`src/rtl/nd_1to2_pkg.sv`:
```
// nd_1to2_pkg: shared definitions for the message-network split node.
//   - NS_ON/NS_OFF/NS_TRUE/NS_FALSE level constants
//   - default message sizes (overridable via NS_MESSAGE_FIFO_SIZE, NS_ADDRESS_SIZE,
//     NS_DATA_SIZE macros)
//   - output-port FSM state encoding
//   - message width helper
// Optional feature macro used by the top: ND_1TO2_BCAST_EN.

`ifndef NS_MESSAGE_FIFO_SIZE
`define NS_MESSAGE_FIFO_SIZE 4
`endif
`ifndef NS_ADDRESS_SIZE
`define NS_ADDRESS_SIZE 8
`endif
`ifndef NS_DATA_SIZE
`define NS_DATA_SIZE 8
`endif

package nd_1to2_pkg;

    localparam logic NS_ON    = 1'b1;
    localparam logic NS_OFF   = 1'b0;
    localparam logic NS_TRUE  = 1'b1;
    localparam logic NS_FALSE = 1'b0;

    localparam int unsigned NS_FIFO_SIZE_DEF = `NS_MESSAGE_FIFO_SIZE;
    localparam int unsigned NS_ADDR_SIZE_DEF = `NS_ADDRESS_SIZE;
    localparam int unsigned NS_DATA_SIZE_DEF = `NS_DATA_SIZE;

    // Output-port handshake states.
    typedef enum logic [1:0] {
        StIdle = 2'd0,
        StReq  = 2'd1,
        StDrop = 2'd2
    } out_state_e;

    // Packed message is {src, dst, dat}.
    function automatic int unsigned ns_msg_width(input int unsigned asz,
                                                 input int unsigned dsz);
        return 2 * asz + dsz;
    endfunction

endpackage

```
`src/rtl/nd_out_port.sv`:
```
// nd_out_port: one output channel of the split node.
//   A FIFO of FSZ messages feeding a four-phase sender (IDLE / REQ / DROP).
// Ports:
//   i_clk     clock
//   reset     synchronous active-high reset
//   clr       synchronous clear (init cycle of the parent)
//   push      write push_msg into the FIFO (caller guarantees not full)
//   push_msg  message {src, dst, dat}
//   full      FIFO occupancy == FSZ
//   req       output request
//   ack       output acknowledge
//   msg       output message register, stable from req rise until reload

module nd_out_port
    import nd_1to2_pkg::*;
#(
    parameter int unsigned FSZ = NS_FIFO_SIZE_DEF,
    parameter int unsigned MW  = 24
) (
    input  logic          i_clk,
    input  logic          reset,
    input  logic          clr,
    input  logic          push,
    input  logic [MW-1:0] push_msg,
    output logic          full,
    output logic          req,
    input  logic          ack,
    output logic [MW-1:0] msg
);

    localparam int unsigned PW = $clog2(FSZ);
    localparam logic [PW:0] FullCnt = (PW + 1)'(FSZ);

    logic [PW-1:0] head_q, tail_q;
    logic [PW:0]   count_q;
    logic [MW-1:0] mem_q [FSZ];
    out_state_e    state_q;
    logic          req_q;
    logic [MW-1:0] msg_q;
    logic          pop;

    assign full = (count_q == FullCnt);
    assign pop  = (state_q == StIdle) && (count_q != '0);
    assign req  = req_q;
    assign msg  = msg_q;

    // Storage needs no reset; occupancy is tracked by the pointers and count.
    always_ff @(posedge i_clk) begin
        if (push) begin
            mem_q[tail_q] <= push_msg;
        end
    end

    always_ff @(posedge i_clk) begin
        if (reset || clr) begin
            head_q  <= '0;
            tail_q  <= '0;
            count_q <= '0;
            state_q <= StIdle;
            req_q   <= NS_OFF;
            msg_q   <= '0;
        end else begin
            if (push) begin
                tail_q <= tail_q + 1'b1;
            end
            if (pop) begin
                head_q <= head_q + 1'b1;
            end
            // Simultaneous push and pop leave the count unchanged.
            if (push && !pop) begin
                count_q <= count_q + 1'b1;
            end else if (pop && !push) begin
                count_q <= count_q - 1'b1;
            end

            unique case (state_q)
                StIdle: begin
                    if (pop) begin
                        msg_q   <= mem_q[head_q];
                        req_q   <= NS_ON;
                        state_q <= StReq;
                    end
                end
                StReq: begin
                    if (ack) begin
                        req_q   <= NS_OFF;
                        state_q <= StDrop;
                    end
                end
                StDrop: begin
                    if (!ack) begin
                        state_q <= StIdle;
                    end
                end
                default: state_q <= StIdle;
            endcase
        end
    end

endmodule

```
`src/rtl/nd_1to2.sv`:
```
// nd_1to2: message-network split node. One four-phase input channel (rcv0) is
// steered to snd0 or snd1 by rcv0_dst[RBIT]; each output has its own FIFO so a
// stalled output does not block the other.
// Ports:
//   i_clk, reset              clock, synchronous active-high reset
//   ready                     high once the post-reset init cycle has run
//   rcv0_req/ack/src/dst/dat  input channel
//   snd0_*, snd1_*            output channels
// Optional feature: define ND_1TO2_BCAST_EN to treat dst all-ones as broadcast
// (pushed to both FIFOs at once, only when neither is full).

module nd_1to2
    import nd_1to2_pkg::*;
#(
    parameter int unsigned FSZ  = NS_FIFO_SIZE_DEF,
    parameter int unsigned ASZ  = NS_ADDR_SIZE_DEF,
    parameter int unsigned DSZ  = NS_DATA_SIZE_DEF,
    parameter int unsigned RBIT = 0
) (
    input  logic           i_clk,
    input  logic           reset,
    output logic           ready,
    input  logic           rcv0_req,
    output logic           rcv0_ack,
    input  logic [ASZ-1:0] rcv0_src,
    input  logic [ASZ-1:0] rcv0_dst,
    input  logic [DSZ-1:0] rcv0_dat,
    output logic           snd0_req,
    input  logic           snd0_ack,
    output logic [ASZ-1:0] snd0_src,
    output logic [ASZ-1:0] snd0_dst,
    output logic [DSZ-1:0] snd0_dat,
    output logic           snd1_req,
    input  logic           snd1_ack,
    output logic [ASZ-1:0] snd1_src,
    output logic [ASZ-1:0] snd1_dst,
    output logic [DSZ-1:0] snd1_dat
);

    localparam int unsigned MW = ns_msg_width(ASZ, DSZ);

    logic          ready_q;
    logic          ack_q;
    logic          full0, full1;
    logic          push0, push1;
    logic          want;
    logic [MW-1:0] in_msg, out0, out1;

    assign in_msg = {rcv0_src, rcv0_dst, rcv0_dat};
    assign want   = ready_q && rcv0_req && !ack_q;

    // Fullness is the registered count, so a full FIFO refuses a push even if
    // it pops in the same cycle.
    always_comb begin
        push0 = 1'b0;
        push1 = 1'b0;
        if (want) begin
`ifdef ND_1TO2_BCAST_EN
            if (&rcv0_dst) begin
                // All-or-nothing: never push to just one side.
                push0 = !full0 && !full1;
                push1 = !full0 && !full1;
            end else if (rcv0_dst[RBIT]) begin
                push1 = !full1;
            end else begin
                push0 = !full0;
            end
`else
            if (rcv0_dst[RBIT]) begin
                push1 = !full1;
            end else begin
                push0 = !full0;
            end
`endif
        end
    end

    always_ff @(posedge i_clk) begin
        if (reset) begin
            ready_q <= NS_FALSE;
            ack_q   <= NS_OFF;
        end else if (!ready_q) begin
            ready_q <= NS_TRUE;
            ack_q   <= NS_OFF;
        end else if (!ack_q) begin
            if (push0 || push1) begin
                ack_q <= NS_ON;
            end
        end else if (!rcv0_req) begin
            ack_q <= NS_OFF;
        end
    end

    assign ready    = ready_q;
    assign rcv0_ack = ack_q;

    nd_out_port #(
        .FSZ (FSZ),
        .MW  (MW)
    ) u_port0 (
        .i_clk    (i_clk),
        .reset    (reset),
        .clr      (!ready_q),
        .push     (push0),
        .push_msg (in_msg),
        .full     (full0),
        .req      (snd0_req),
        .ack      (snd0_ack),
        .msg      (out0)
    );

    nd_out_port #(
        .FSZ (FSZ),
        .MW  (MW)
    ) u_port1 (
        .i_clk    (i_clk),
        .reset    (reset),
        .clr      (!ready_q),
        .push     (push1),
        .push_msg (in_msg),
        .full     (full1),
        .req      (snd1_req),
        .ack      (snd1_ack),
        .msg      (out1)
    );

    assign {snd0_src, snd0_dst, snd0_dat} = out0;
    assign {snd1_src, snd1_dst, snd1_dat} = out1;

endmodule
```
`config.mk`:
```
export PLATFORM = sky130hd
export DESIGN_NAME = nd_1to2
export DESIGN_NICKNAME = d
export VERILOG_FILES = /design/src/rtl/nd_1to2_pkg.sv /design/src/rtl/nd_out_port.sv /design/src/rtl/nd_1to2.sv
export SDC_FILE = /design/constraint.sdc
export NUM_CORES = 1
export LEC_CHECK = 0
export BUFFER_PORTS_ARGS = -buffer_cell sky130_fd_sc_hd__clkbuf_2
export CORE_MARGIN = 4
export CORE_UTILIZATION = 55
export DETAILED_ROUTE_END_ITERATION = 7
export MAX_ROUTING_LAYER = met4
export PLACE_DENSITY = 0.81
export SYNTH_ARGS = -nofsm -noshare
export SYNTH_HDL_FRONTEND = slang
export SYNTH_HIERARCHICAL = 1
export SYNTH_SLANG_ARGS = --single-unit
export TNS_END_PERCENT = 50
```
`constraint.sdc`:
```
create_clock -name i_clk -period 6.3 [get_ports i_clk]
set_input_delay 0.63 -clock i_clk [delete_from_list [all_inputs] [get_ports i_clk]]
set_output_delay 0.63 -clock i_clk [all_outputs]
set_load 0.005 [all_outputs]
```
==> flow_summary.json <==
{
  "fmax_ghz": 0.3372,
  "tns_ns": 0,
  "clockRootBuffer": "clkbuf_16",
  "r2r_end": "u_port0/mem_q[3][0]",
  "grt_max_degree": 28,
  "crit_required_ns": 6.42,
  "path_class": "reg -> reg",
  "clock_latency_ns": 0.51,
  "rsz0062_at_grt": "false",
  "min_path_type": "in -> reg",
  "final_cells": 870,
  "worstPathMaxFanout": 24,
  "met3_wirelength_um": 724,
  "final_common_cell": "edfxtp_1",
  "core_area_um2": 17480,
  "final_cell_mix": "edfxtp_1 (192), clkbuf_2 (81), dfxtp_1 (70), nand2_1 (49), o2bb2ai_1 (48)",
  "drc": 0,
  "clkTransAtPathRegs_ns": 0.06,
  "cts-resized-gates": 0,
  "p_leak_nw": 3.808,
  "start_util_pct": 56.57,
  "num_io_pins": 81,
  "finalCoreUtilization_pct": 64.19,
  "reg2reg_slack_ns": 3.33,
  "crit_end": "u_port0/mem_q[3][0]",
  "cp-start-kind": "flop",
  "relSlewSlack_pct": 13.05,
  "synth.avg_cell_area_um2": 18.34,
  "dp_slack_ns": 2.774,
  "slew_violations": 0,
  "post_cts_buffers": 0,
  "die_area_um2": 20180,
  "run_status": "completed",
  "dpl-instance-area_um2": 10420,
  "die_h_um": 142.1,
  "skew_ns": 0.006806,
  "hold_violations": 0,
  "min_period_ns": 2.966,
  "yosysTopAreaCellShare_pct": 58.32,
  "syn_inst": 539,
  "synth.largest_area_cell": "edfxtp_1",
  "setup.worst_path.end_class": "flop",
  "netlist-cell-type-count": 39,
  "holdWs_ns": 0.3575,
  "dp_cells": 821,
  "synth_area_um2": 9886,
  "cap_viol_max_count": 0,
  "numPortBuffers": 80,
  "first_global_vias": 5301,
  "viasPerCell": 5.944,
  "vias": 5171,
  "gr-total-overflow": 0,
  "synthTopCellsByArea": "edfxtp_1 (58%), dfxtp_1 (14%), mux4_1 (6.9%)",
  "gp_congestion": 0.7396,
  "layout.nets": 666,
  "avgRoutedWirePerCell_um": 22.41,
  "antenna-diode-count": 0,
  "period_share_pct": 47.07,
  "power-per-cell-area_nw_per_um2": 337.5,
  "hpwl_um": 12210,
  "ys_seq_elements": 262,
  "clk_path_buf_depth": 3,
  "ctsHoldBuffers": 0,
  "postLayoutCellArea_um2": 11220,
  "firstDrtPassIters": 5,
  "rr_startpoint": "u_port0/count_q[0]",
  "tritoncts": "built",
  "ant_nets": 0,
  "setup_viol": 0,
  "cts_sinks": 262,
  "cp-startpoint": "u_port0/count_q[0]",
  "row_count": 48,
  "antenna_found_initial": 0,
  "worst-endpoint-arrival_ns": 3.09,
  "setup_slack_ns": 3.334,
  "wl_met2_um": 10190,
  "numCtsBuffers": 26,
  "drive_gt1_share_pct": 23.57,
  "ff2ff_path_depth": 3,
  "htreeDepth": 1,
  "worst_pin_slew_ns": 1.304,
  "syn_nets": 580,
  "met1_length_um": 8190,
  "drt_iter0_drc": 332,
  "yosysWarnings": 6,
  "grt_pass1_wl_um": 30240,
  "topRoutingLayerUsed": "met4",
  "p_total_mw": 3.786,
  "die_w_um": 142.1,
  "yosysSeqAreaShare_pct": 72.50,
  "area_growth_pct": 13.48,
  "irDropWorstVdd_v": 0.0002501,
  "wl_um": 19500,
  "track_usage_pct": 20.13,
  "nFillCells": 1156
}
[cells in the mapped netlist (all sizes together)]
library cell and instances:
mux2i 5, nor3 4, o21ai 5, ha 10, or2 4, o31ai 3, mux4 48, xor2 6
edfxtp 192, clkbuf 8, and3 2, a21oi 8, nor2 14, nand3 1, or4 2, nor4b 1
nand2b 1, nor3b 2, o2bb2ai 48, nand2 49, and2 8, inv 15, dfxtp 70, a311oi 1
or3 6, fa 2, xnor2 2, o2111a 1, nor4 1, buf 18, a2111oi 2
[routing by layer]
metal  track usage (%)  up-vias
met3             2.419       29
met2             33.91      141
met5                 -        -
met1             26.42     2684
li1                  -     2317
met4             5.202        0
[cell type report]
| cell class | count | area [um2] | area share, % |
|---|---|---|---|
| flip-flops and latches | 262 | 7167 | 63.89 |
| multi-input cells | 236 | 2487 | 22.17 |
| clock buffers | 36 | 740.7 | 6.603 |
| repair buffers | 84 | 427.9 | 3.814 |
| well taps | 225 | 281.5 | 2.509 |
| clock inverters | 12 | 57.56 | 0.5130 |
| inverters | 15 | 56.30 | 0.5019 |
[power by group]
| group | switching (mW) | leakage (nW) | internal, mW |
|---|---|---|---|
| clock network | 0.601 | 0.396 | 0.820 |
| registers | 0.0456 | 2.30 | 1.91 |
| logic | 0.239 | 1.11 | 0.169 |
| total | 0.886 | 3.81 | 2.90 |
[logic make-up after synthesis]
group | after synthesis | synth area share [%]
flops | 262 | 72.50
simple gates | 95 | 4.810
compound gates | 68 | 5.518
mux | 53 | 12.43
buf+inv | 41 | 2.367
fa+ha+maj | 12 | 1.671
xor+xnor | 8 | 0.7088
[sequential cells by signal, summed over array words and instances (netlist names), 3 cells and up]
name	count
u_port0/mem_q	96
u_port1/mem_q	96
u_port0/msg	24
u_port1/msg	24
u_port0/count_q	3
u_port1/count_q	3
[how the worst min path moves through the flow]
stage / start / to / slack [ns] / cells after the start
floorplan: u_port1/state_q[1] / u_port1/state_q[0] / 0.46 / 1
global placement: u_port0/msg[10] / u_port0/msg[10] / 0.45 / 2
detailed placement: u_port0/msg[10] / u_port0/msg[10] / 0.45 / 2
CTS: reset / ready / 0.34 / 2
global route: reset / ready / 0.35 / 2
finish: reset / ready / 0.36 / 2
[worst max-delay path, stage by stage, from the launching register on]
cell	delay, ns
dfxtp_1	0.45
nor3b_1	0.12
nor4_1	0.86
and2_1	1.12
Note: power is estimated with default switching activity, not from simulation.
